**config.mk**
```make
export PLATFORM = sky130hd
export DESIGN_NAME = uart_baud_gen_ovs
export DESIGN_NICKNAME = d
export VERILOG_FILES = /design/src/rtl/uart_baud_gen_ovs.sv
export SDC_FILE = /design/constraint.sdc
export NUM_CORES = 1
export LEC_CHECK = 0
export BUFFER_PORTS_ARGS = -buffer_cell sky130_fd_sc_hd__buf_2
export CAP_MARGIN = 25
export CORE_MARGIN = 8
export CORE_UTILIZATION = 59
export CTS_CLUSTER_DIAMETER = 40
export DETAILED_ROUTE_END_ITERATION = 6
export PLACE_DENSITY = 0.88
export SLEW_MARGIN = 20
export SYNTH_ARGS = -nofsm -noshare
export SYNTH_HDL_FRONTEND = slang
export SYNTH_SLANG_ARGS = --single-unit
```
**constraint.sdc**
```tcl
create_clock -name clk_i -period 4.26 [get_ports clk_i]
set_clock_uncertainty 0.05 [all_clocks]
set_input_delay 0 -clock clk_i [delete_from_list [all_inputs] [get_ports clk_i]]
set_output_delay 0 -clock clk_i [all_outputs]
set_load 0.1 [all_outputs]
```
**src/rtl/uart_baud_gen_ovs.sv**
```systemverilog
// uart_baud_gen_ovs: oversample/mid-bit/bit-boundary tick generator with integer+fractional divisor.
// Define UART_BAUD_FRAC_EN to include the fractional phase accumulator; otherwise Div_frac is ignored.
module uart_baud_gen_ovs #(
  parameter int CNT_W  = 16,
  parameter int FRAC_W = 4,
  parameter int OVS    = 16
) (
  input  logic              clk_i,
  input  logic              rst_i,
  input  logic              en_i,
  input  logic              restart_i,
  input  logic [CNT_W-1:0]  div_int_i,
  input  logic [FRAC_W-1:0] div_frac_i,
  output logic              ovs_tick_o,
  output logic              mid_tick_o,
  output logic              bit_tick_o,
  output logic              div_err_o
);
  localparam int OW = $clog2(OVS);
  localparam logic [OW-1:0] MID  = OW'(OVS / 2 - 1);
  localparam logic [OW-1:0] LAST = OW'(OVS - 1);
  logic [CNT_W-1:0] cnt_q, cnt_d, div_q, div_d;
  logic [OW-1:0]    ovs_cnt_q, ovs_cnt_d;
  logic             err_q, err_d, ovs_q, ovs_d, mid_q, mid_d, bit_q, bit_d;
  logic [CNT_W:0]   per_m1;
  logic             extra, run, hit, last, load;
  // One extra bit of width keeps div_q = all-ones plus a carry period representable.
  always_comb begin
    run       = en_i & ~restart_i;
    per_m1    = {1'b0, div_q} + (CNT_W+1)'(extra) - (CNT_W+1)'(1);
    hit       = run & ({1'b0, cnt_q} == per_m1);
    last      = hit & (ovs_cnt_q == LAST);
    load      = restart_i | ~en_i | last;
    div_d     = load ? (div_int_i < CNT_W'(2) ? CNT_W'(2) : div_int_i) : div_q;
    err_d     = load ? (div_int_i < CNT_W'(2)) : err_q;
    cnt_d     = restart_i ? '0 : !en_i ? cnt_q : hit ? '0 : cnt_q + CNT_W'(1);
    ovs_cnt_d = restart_i ? '0 : !hit ? ovs_cnt_q : last ? '0 : ovs_cnt_q + OW'(1);
    ovs_d     = hit;
    mid_d     = hit & (ovs_cnt_q == MID);
    bit_d     = last;
  end
  always_ff @(posedge clk_i) begin
    if (rst_i) begin
      cnt_q     <= '0;
      ovs_cnt_q <= '0;
      div_q     <= CNT_W'(2);
      err_q     <= 1'b0;
      ovs_q     <= 1'b0;
      mid_q     <= 1'b0;
      bit_q     <= 1'b0;
    end else begin
      cnt_q     <= cnt_d;
      ovs_cnt_q <= ovs_cnt_d;
      div_q     <= div_d;
      err_q     <= err_d;
      ovs_q     <= ovs_d;
      mid_q     <= mid_d;
      bit_q     <= bit_d;
    end
  end
`ifdef UART_BAUD_FRAC_EN
  logic [FRAC_W-1:0] acc_q, acc_d, frac_q, frac_d;
  logic              extra_q, extra_d;
  // The carry out of the accumulator stretches the following oversample period by one cycle.
  always_comb begin
    {extra_d, acc_d} = restart_i ? '0 : hit ? {1'b0, acc_q} + {1'b0, frac_q} : {extra_q, acc_q};
    frac_d           = load ? div_frac_i : frac_q;
  end
  always_ff @(posedge clk_i) begin
    if (rst_i) begin
      acc_q   <= '0;
      frac_q  <= '0;
      extra_q <= 1'b0;
    end else begin
      acc_q   <= acc_d;
      frac_q  <= frac_d;
      extra_q <= extra_d;
    end
  end
  assign extra = extra_q;
`else
  logic unused_frac;
  assign unused_frac = ^div_frac_i;
  assign extra       = 1'b0;
`endif
  assign ovs_tick_o = ovs_q;
  assign mid_tick_o = mid_q;
  assign bit_tick_o = bit_q;
  assign div_err_o  = err_q;
endmodule

```
==> impl_metrics.xml, run 1 <==
<?xml version="1.0" encoding="UTF-8"?>
<metrics>
  <group name="clock_network">
    <metric name="tritoncts" unit="">built</metric>
    <metric name="root_buffer" unit="">sky130_fd_sc_hd__clkbuf_8</metric>
    <metric name="cts_num_sinks" unit="">40</metric>
    <metric name="level_count_of_the_clock_h_tree" unit="">2</metric>
    <metric name="tritoncts.num_buffers" unit="">5</metric>
    <metric name="max-clock-path-buffers" unit="">2</metric>
    <metric name="post_cts.repair.setup_buffers" unit="">0</metric>
    <metric name="path_clk_slew" unit="ns">0.08</metric>
    <metric name="insertion_delay" unit="ns">0.30</metric>
  </group>
  <group name="synth">
    <metric name="synth_async_sr_flop_share" unit="%">0</metric>
    <metric name="mappedNetlistArea" unit="um^2">2580</metric>
    <metric name="synth_top_cells_by_count" unit="">sky130_fd_sc_hd__dfxtp_1 (40), sky130_fd_sc_hd__nor2_1 (37), sky130_fd_sc_hd__nand2_1 (33)</metric>
    <metric name="synth_flop_cell" unit="">sky130_fd_sc_hd__dfxtp_1</metric>
    <metric name="synthesis.area_per_instance" unit="um^2">7.611</metric>
    <metric name="yosysTopAreaCellShare" unit="%">31.04</metric>
    <metric name="synth.most_common_cell" unit="">sky130_fd_sc_hd__dfxtp_1</metric>
    <metric name="yosys-top-cells-area" unit="">sky130_fd_sc_hd__dfxtp_1 (31%), sky130_fd_sc_hd__xnor2_1 (8.1%), sky130_fd_sc_hd__nor2_1 (5.4%)</metric>
    <metric name="synth_area_leader_cell" unit="">sky130_fd_sc_hd__dfxtp_1</metric>
    <metric name="seq_total_area_yosys" unit="%">31.04</metric>
    <metric name="synth_cell_types" unit="">39</metric>
    <metric name="synth_enable_flop_cells" unit="">0</metric>
    <metric name="flops_latches_synth" unit="">40</metric>
    <metric name="ys_warn_count" unit="">0</metric>
    <metric name="syn_nets" unit="">366</metric>
    <metric name="syn-instance-count" unit="">339</metric>
  </group>
  <group name="global_routing">
    <metric name="leftover_overflow_at_the_end_of_global_routing" unit="">0</metric>
    <metric name="global_router_s_overall_resource_usage" unit="%">20.74</metric>
    <metric name="grt_pass1_wl" unit="um">11230</metric>
    <metric name="maximum_number_of_pins_on_one_net_before_global_route_repair" unit="">34</metric>
    <metric name="grt_pass1_vias" unit="">2446</metric>
    <metric name="antenna_violations_before_repair" unit="">0</metric>
  </group>
  <group name="power">
    <metric name="pwr_density_cell" unit="nW/um^2">291.6</metric>
    <metric name="total_leakage_power" unit="nW">1.105</metric>
    <metric name="irDropWorstVdd" unit="mV">0.1904</metric>
  </group>
  <group name="place">
    <metric name="portBuffers" unit="">23</metric>
    <metric name="dp_slack" unit="ns">0.7384</metric>
    <metric name="gp_weighted_congestion" unit="">0.8678</metric>
    <metric name="placed_area" unit="um^2">2716</metric>
    <metric name="hpwlAfterDp" unit="um">4450</metric>
    <metric name="place_inst" unit="">399</metric>
  </group>
  <group name="drt">
    <metric name="vias_per_cell" unit="">6.424</metric>
    <metric name="routedWlPerCell" unit="um">16.37</metric>
    <metric name="drt_iter0_drc" unit="">209</metric>
    <metric name="detailed_route_via_count" unit="">2698</metric>
    <metric name="routed_wirelength" unit="um">6874</metric>
    <metric name="drtPass1Iterations" unit="">5</metric>
    <metric name="drt.antenna.violating_nets" unit="">0</metric>
    <metric name="drcViolationCount" unit="">0</metric>
  </group>
  <group name="timing">
    <metric name="timing_max_transition_violations_final" unit="">0</metric>
    <metric name="tightest_slew" unit="ns">0.9306</metric>
    <metric name="worst_hold_margin" unit="ns">0.02098</metric>
    <metric name="count_of_endpoints_failing_setup_in_the_final_report" unit="">0</metric>
    <metric name="rsz_0062_raised_after_global_routing" unit="">no</metric>
    <metric name="worst_slack" unit="ns">0.6572</metric>
    <metric name="finalCritPeriodShare" unit="%">84.57</metric>
    <metric name="hold_viol_final" unit="">0</metric>
    <metric name="finalSetupTns" unit="ns">0</metric>
    <metric name="timing.max_slew.rel_slack" unit="%">37.48</metric>
    <metric name="maxClockFrequency" unit="MHz">277.6</metric>
    <metric name="min_period" unit="ns">3.603</metric>
  </group>
  <group name="floorplan">
    <metric name="start_util" unit="%">60.08</metric>
    <metric name="die_area" unit="um^2">6745</metric>
    <metric name="placement_rows" unit="">24</metric>
    <metric name="dieWidth" unit="um">82.13</metric>
    <metric name="fp.coreArea" unit="um^2">4294</metric>
    <metric name="die_height" unit="um">82.13</metric>
    <metric name="io-pin-count" unit="">28</metric>
  </group>
  <group name="layout">
    <metric name="flow.area_growth_from_synthesis" unit="%">14.84</metric>
    <metric name="nets" unit="">394</metric>
    <metric name="fin_area" unit="um^2">2963</metric>
    <metric name="fill_cells" unit="">348</metric>
    <metric name="antenna_cells_inserted" unit="">0</metric>
    <metric name="layout-drive-gt1-share" unit="%">11.96</metric>
    <metric name="multiInputGateArea" unit="um^2">1688</metric>
    <metric name="seq_area" unit="um^2">800.8</metric>
    <metric name="layoutNonFillerInstCount" unit="">420</metric>
  </group>
  <group name="run">
    <metric name="max-cap-violations" unit="">0</metric>
  </group>
  <group name="critical_path">
    <metric name="worstPathMaxFanout" unit="">17</metric>
    <metric name="timing.critical_path.required" unit="ns">4.37</metric>
    <metric name="timing.critical_path.arrival" unit="ns">3.72</metric>
    <metric name="endpoint_kind" unit="">flip-flop</metric>
    <metric name="start_kind" unit="">flip-flop</metric>
    <metric name="setup.worst_path.class" unit="">flip-flop to flip-flop</metric>
  </group>
  <group name="hold_path">
    <metric name="min_path_type" unit="">input pin to flip-flop</metric>
  </group>
  <group name="status">
    <metric name="result_of_the_run" unit="">complete, no violations</metric>
  </group>
</metrics>
==> per-stage QoR <==
step | utilization, % | power (mW)
global placement | 63.26 | 0.5381
finish | 69.00 | 0.8638
CTS | 68.88 | 0.8605
floorplan | - | 0.5045
global route | 69.00 | 0.8971
detailed placement | 63.26 | 0.5424
==> layout by cell type (no fill, tap or decap), drive strengths merged, types with 3 or more instances in the layout <==
cell type    synthesis  layout
a21oi               24      24
and3                22      22
buf                  2      27
clkbuf              17       5
dfxtp               40      40
dlygate4sd3          0      13
ha                   3       3
inv                  6       6
nand2               33      33
nand2b               3       3
nand3                8       8
nand4                7       7
nor2                37      37
nor3                15      15
nor4                 9       9
nor4b                4       4
o211ai               4       4
o21ai               23      23
o311ai              15      15
or4                  6       6
or4b                 5       5
xnor2               24      24
xor2                12      12
==> final cells by class <==
cell class                 instances  share of cell area [%]
timing repair buffer              40                   9.291
inverter                           6                  0.7601
tap                               52                   2.196
sequential                        40                   27.03
clock buffer                       5                   2.323
multi-input combinational        274                   56.97
clock inverter                     3                   1.436
==> repair_timing <==
item,CTS,global route
hold buffers,13,0
hold endpoints to repair,15,0
gates resized for setup,0,0
==> logic make-up after synthesis <==
logic type / count (synthesis) / share of synthesized area [%]
adders and majority gates: 3 / 1.455
xor gates and xnor gates: 36 / 12.22
DFF: 40 / 31.04
and+or+nand+nor: 163 / 34.14
AOI/OAI and AO/OA: 72 / 17.41
buffers and inverters: 25 / 3.734
==> per-layer routing <==
metal	track usage, %	up-vias	share of wire (%)
met5	0	-	0
met1	24.76	1259	43
li1	-	1304	-
met4	5.439	0	1.3
met2	36.07	125	49
met3	5.303	10	7.0
==> sequential cells by signal, indices dropped and copies added, names as in the netlist <==
name / cells
cnt_q: 16
div_q: 16
ovs_cnt_q: 4
bit_tick_o: 1
div_err_o: 1
mid_tick_o: 1
ovs_tick_o: 1
==> power by group <==
group          internal, mW  leakage, nW  total (mW)  switching [mW]
combinational        0.0608        0.724       0.143          0.0821
clock                 0.173       0.0541       0.314           0.140
sequential            0.387        0.327       0.407          0.0203
total                 0.621         1.10       0.864           0.243
==> critical path, stage by stage, from the launching register on <==
cell and delay [ns]:
sky130_fd_sc_hd__dfxtp_1 0.37, sky130_fd_sc_hd__or4_1 0.67, sky130_fd_sc_hd__or4b_1 0.57, sky130_fd_sc_hd__a211oi_2 0.22
sky130_fd_sc_hd__nor3_1 0.18, sky130_fd_sc_hd__nor4b_2 0.47, sky130_fd_sc_hd__nand2_1 0.42, sky130_fd_sc_hd__o311ai_0 0.52
==> worst paths after layout <==
path                                      to    startpoint  cells after the start  slack, ns
worst min-delay path                cnt_q[0]          en_i                      3       0.02
worst min register to register  ovs_cnt_q[1]  ovs_cnt_q[1]                      2       0.45
worst max-delay path                div_q[5]      div_q[0]                      7       0.66
worst max register to register      div_q[5]      div_q[0]                      7       0.66
Power figures use the tool's default switching activity.
==> run 2: changes to the inputs <==
==> constraint.sdc (replaced) <==
create_clock -name clk_i -period 3.4 [get_ports clk_i]
set_clock_uncertainty 0.05 [all_clocks]
set_input_delay 0 -clock clk_i [delete_from_list [all_inputs] [get_ports clk_i]]
set_output_delay 0 -clock clk_i [all_outputs]
set_load 0.1 [all_outputs]
==> run 2 against run 1 <==
Effect of this change: the flow now finishes with violations (hold timing); combinational power rose by 49%; via count increased by 2.7%; first-iteration DRC count up 18%; critical path type unchanged; critical endpoint is now ovs_cnt_q[0]; largest power group unchanged; highest routed layer unchanged.
==> impl_metrics.xml, run 2 (synthesis results as in run 1) <==
<?xml version="1.0" encoding="UTF-8"?>
<metrics>
  <group name="status">
    <metric name="result_of_the_run" unit="">finished with violations</metric>
    <metric name="violations" unit="">hold timing</metric>
  </group>
  <group name="global_routing">
    <metric name="global_router_s_overall_resource_usage" unit="%">21.28</metric>
    <metric name="grt_pass1_wl" unit="um">11550</metric>
    <metric name="grt_pass1_vias" unit="">2529</metric>
    <metric name="leftover_overflow_at_the_end_of_global_routing" unit="">0</metric>
    <metric name="maximum_number_of_pins_on_one_net_before_global_route_repair" unit="">34</metric>
    <metric name="antenna_violations_before_repair" unit="">0</metric>
  </group>
  <group name="timing">
    <metric name="finalCritPeriodShare" unit="%">97.67</metric>
    <metric name="min_period" unit="ns">3.321</metric>
    <metric name="count_of_endpoints_failing_setup_in_the_final_report" unit="">0</metric>
    <metric name="timing_max_transition_violations_final" unit="">0</metric>
    <metric name="timing.max_slew.rel_slack" unit="%">32.80</metric>
    <metric name="finalSetupTns" unit="ns">0</metric>
    <metric name="worst_hold_margin" unit="ns">-0.01651</metric>
    <metric name="hold_viol_final" unit="">1</metric>
    <metric name="maxClockFrequency" unit="MHz">301.1</metric>
    <metric name="tightest_slew" unit="ns">0.9826</metric>
  </group>
  <group name="critical_path">
    <metric name="start_kind" unit="">flip-flop</metric>
    <metric name="setup.worst_path.class" unit="">flip-flop to flip-flop</metric>
    <metric name="setup.reg_to_reg.worst_slack" unit="ns">0.08</metric>
    <metric name="worstReg2RegStart" unit="">div_q[0]</metric>
    <metric name="timing.critical_path.arrival" unit="ns">3.51</metric>
    <metric name="cp.buffers_inverters" unit="">0</metric>
    <metric name="critPathMostFrequentCell" unit="">sky130_fd_sc_hd__or4_1</metric>
    <metric name="crit-reg2reg-capture" unit="">ovs_cnt_q[0]</metric>
    <metric name="critPathSlowestCell" unit="">sky130_fd_sc_hd__or4_1</metric>
    <metric name="worstPathMaxFanout" unit="">7</metric>
    <metric name="chain_of_cells_forming_the_critical_path" unit="">or4_1 &gt; or4b_1 &gt; a211oi_2 &gt; nor3_1 &gt; or4b_4 &gt; or4_1 &gt; a21oi_1</metric>
    <metric name="endpoint_kind" unit="">flip-flop</metric>
    <metric name="critPathTopFamily" unit="">simple AND/OR/NAND/NOR gates</metric>
    <metric name="slowest_delay" unit="ns">0.67</metric>
    <metric name="timing.critical_path.required" unit="ns">3.59</metric>
    <metric name="r2r_cells" unit="">7</metric>
  </group>
  <group name="layout">
    <metric name="most-common-layout-cells" unit="">sky130_fd_sc_hd__dfxtp_1 (39), sky130_fd_sc_hd__nor2_1 (37), sky130_fd_sc_hd__nand2_1 (32)</metric>
    <metric name="layoutNonFillerInstCount" unit="">430</metric>
    <metric name="finish.utilization" unit="%">71.65</metric>
    <metric name="final_common_cell" unit="">sky130_fd_sc_hd__dfxtp_1</metric>
    <metric name="nets" unit="">404</metric>
    <metric name="flow.area_growth_from_synthesis" unit="%">19.25</metric>
    <metric name="antenna_cells_inserted" unit="">0</metric>
    <metric name="reg.largest.list" unit="">cnt_q: 16 flops, div_q: 16 flops, ovs_cnt_q: 4 flops</metric>
    <metric name="layout-drive-gt1-share" unit="%">15.34</metric>
  </group>
  <group name="drt">
    <metric name="vias_per_cell" unit="">6.444</metric>
    <metric name="routedWlPerCell" unit="um">16.51</metric>
    <metric name="drcViolationCount" unit="">0</metric>
    <metric name="routed_wirelength" unit="um">7100</metric>
    <metric name="detailed_route_via_count" unit="">2771</metric>
    <metric name="drt.antenna.violating_nets" unit="">0</metric>
    <metric name="drtPass1Iterations" unit="">5</metric>
    <metric name="drt_iter0_drc" unit="">247</metric>
  </group>
  <group name="power">
    <metric name="sw_frac_of_total" unit="%">28.64</metric>
    <metric name="total_leakage_power" unit="nW">1.171</metric>
    <metric name="power.share.clock" unit="%">35.6</metric>
    <metric name="p_switching" unit="mW">0.3188</metric>
    <metric name="pwr_density_cell" unit="nW/um^2">361.7</metric>
    <metric name="share_seq_of_total_power" unit="%">45.3</metric>
    <metric name="internal-power" unit="mW">0.7941</metric>
    <metric name="irDropWorstVdd" unit="mV">0.2842</metric>
    <metric name="combPwrFrac" unit="%">19.2</metric>
  </group>
  <group name="clock_network">
    <metric name="cts_num_sinks" unit="">40</metric>
    <metric name="level_count_of_the_clock_h_tree" unit="">2</metric>
    <metric name="max-clock-path-buffers" unit="">2</metric>
    <metric name="tritoncts" unit="">built</metric>
    <metric name="insertion_delay" unit="ns">0.31</metric>
    <metric name="tritoncts.num_buffers" unit="">5</metric>
    <metric name="root_buffer" unit="">sky130_fd_sc_hd__clkbuf_8</metric>
    <metric name="path_clk_slew" unit="ns">0.09</metric>
  </group>
  <group name="place">
    <metric name="place_inst" unit="">409</metric>
    <metric name="portBuffers" unit="">23</metric>
    <metric name="gp_weighted_congestion" unit="">0.9158</metric>
    <metric name="hpwlAfterDp" unit="um">4696</metric>
  </group>
  <group name="floorplan">
    <metric name="start_util" unit="%">60.08</metric>
    <metric name="placement_rows" unit="">24</metric>
    <metric name="die_area" unit="um^2">6745</metric>
    <metric name="die_height" unit="um">82.13</metric>
    <metric name="io-pin-count" unit="">28</metric>
    <metric name="dieWidth" unit="um">82.13</metric>
    <metric name="fp.coreArea" unit="um^2">4294</metric>
  </group>
  <group name="hold_path">
    <metric name="min_path_type" unit="">input pin to flip-flop</metric>
    <metric name="hold_path_depth" unit="">3</metric>
    <metric name="worst_hold_startpoint" unit="">div_int_i[11]</metric>
    <metric name="min_to" unit="">div_q[11]</metric>
  </group>
  <group name="run">
    <metric name="max-cap-violations" unit="">0</metric>
  </group>
</metrics>
## run 2: changes by cell type in the layout (fill, tap and decap cells not counted), moves of 2 or more
cell	before	now
sky130_fd_sc_hd__o311ai_1	0	2
sky130_fd_sc_hd__o311ai_0	15	13
sky130_fd_sc_hd__buf_4	4	14
sky130_fd_sc_hd__or4b_4	0	2
## run 2: layout make-up
class                   count  area, um^2
inverters                   6       22.52
flip-flops and latches     40       802.0
well taps                  52       65.06
fillers                   334        1217
clock buffers               5       68.82
multi-input cells         274        1725
repair buffers             50       350.3
clock inverters             3       42.54
## run 2: through the flow
step                      hold WS [ns]  instance area, um^2  total power [mW]  worst slack (ns)
after global placement          0.2631                 2791            0.6898            0.1826
after CTS                     0.004042                 3033             1.095           0.06505
after floorplan                 0.1246                 2580            0.6321            0.1718
final                         -0.01651                 3077             1.113           0.07923
after detailed placement        0.2752                 2791            0.6967           0.09380
after global routing           0.01461                 3077             1.155          -0.04786
## run 2: timing repair
action	in CTS	in global routing
resized for setup	0	10
hold buffers	13	0
endpoints found under the hold margin	18	0
setup endpoints to repair	0	35
setup buffers	0	0
## run 2: how the worst max path moves through the flow
stage	slack, ns	cells after the start	to	startpoint
after floorplan	0.17	9	ovs_cnt_q[0]	div_q[0]
after global placement	0.18	9	mid_tick_o	div_q[0]
after detailed placement	0.09	9	div_q[5]	div_q[0]
after CTS	0.07	9	div_q[12]	div_q[0]
after global routing	-0.05	10	ovs_cnt_q[0]	div_q[1]
final	0.08	7	ovs_cnt_q[0]	div_q[0]
## run 2: worst min-delay path: stages
cell and delay, ns:
sky130_fd_sc_hd__buf_2 0.11, sky130_fd_sc_hd__nand2_1 0.08, sky130_fd_sc_hd__o311ai_1 0.09
## run 2: power groups by stage
stage	logic (mW)	registers, mW	clock network [mW]
floorplan	0.121	0.511	0
global placement	0.177	0.513	0
detailed placement	0.183	0.514	0
CTS	0.197	0.503	0.396
global route	0.230	0.506	0.419
finish	0.213	0.504	0.396
## run 2: layer usage
metal | up-vias | routed length, um | GRT usage (%)
li1 | 1317 | - | -
met1 | 1290 | 3040 | 26.83
met2 | 146 | 3334 | 34.33
met3 | 18 | 559 | 4.870
met4 | 0 | 165 | 8.596
met5 | - | 0 | 0
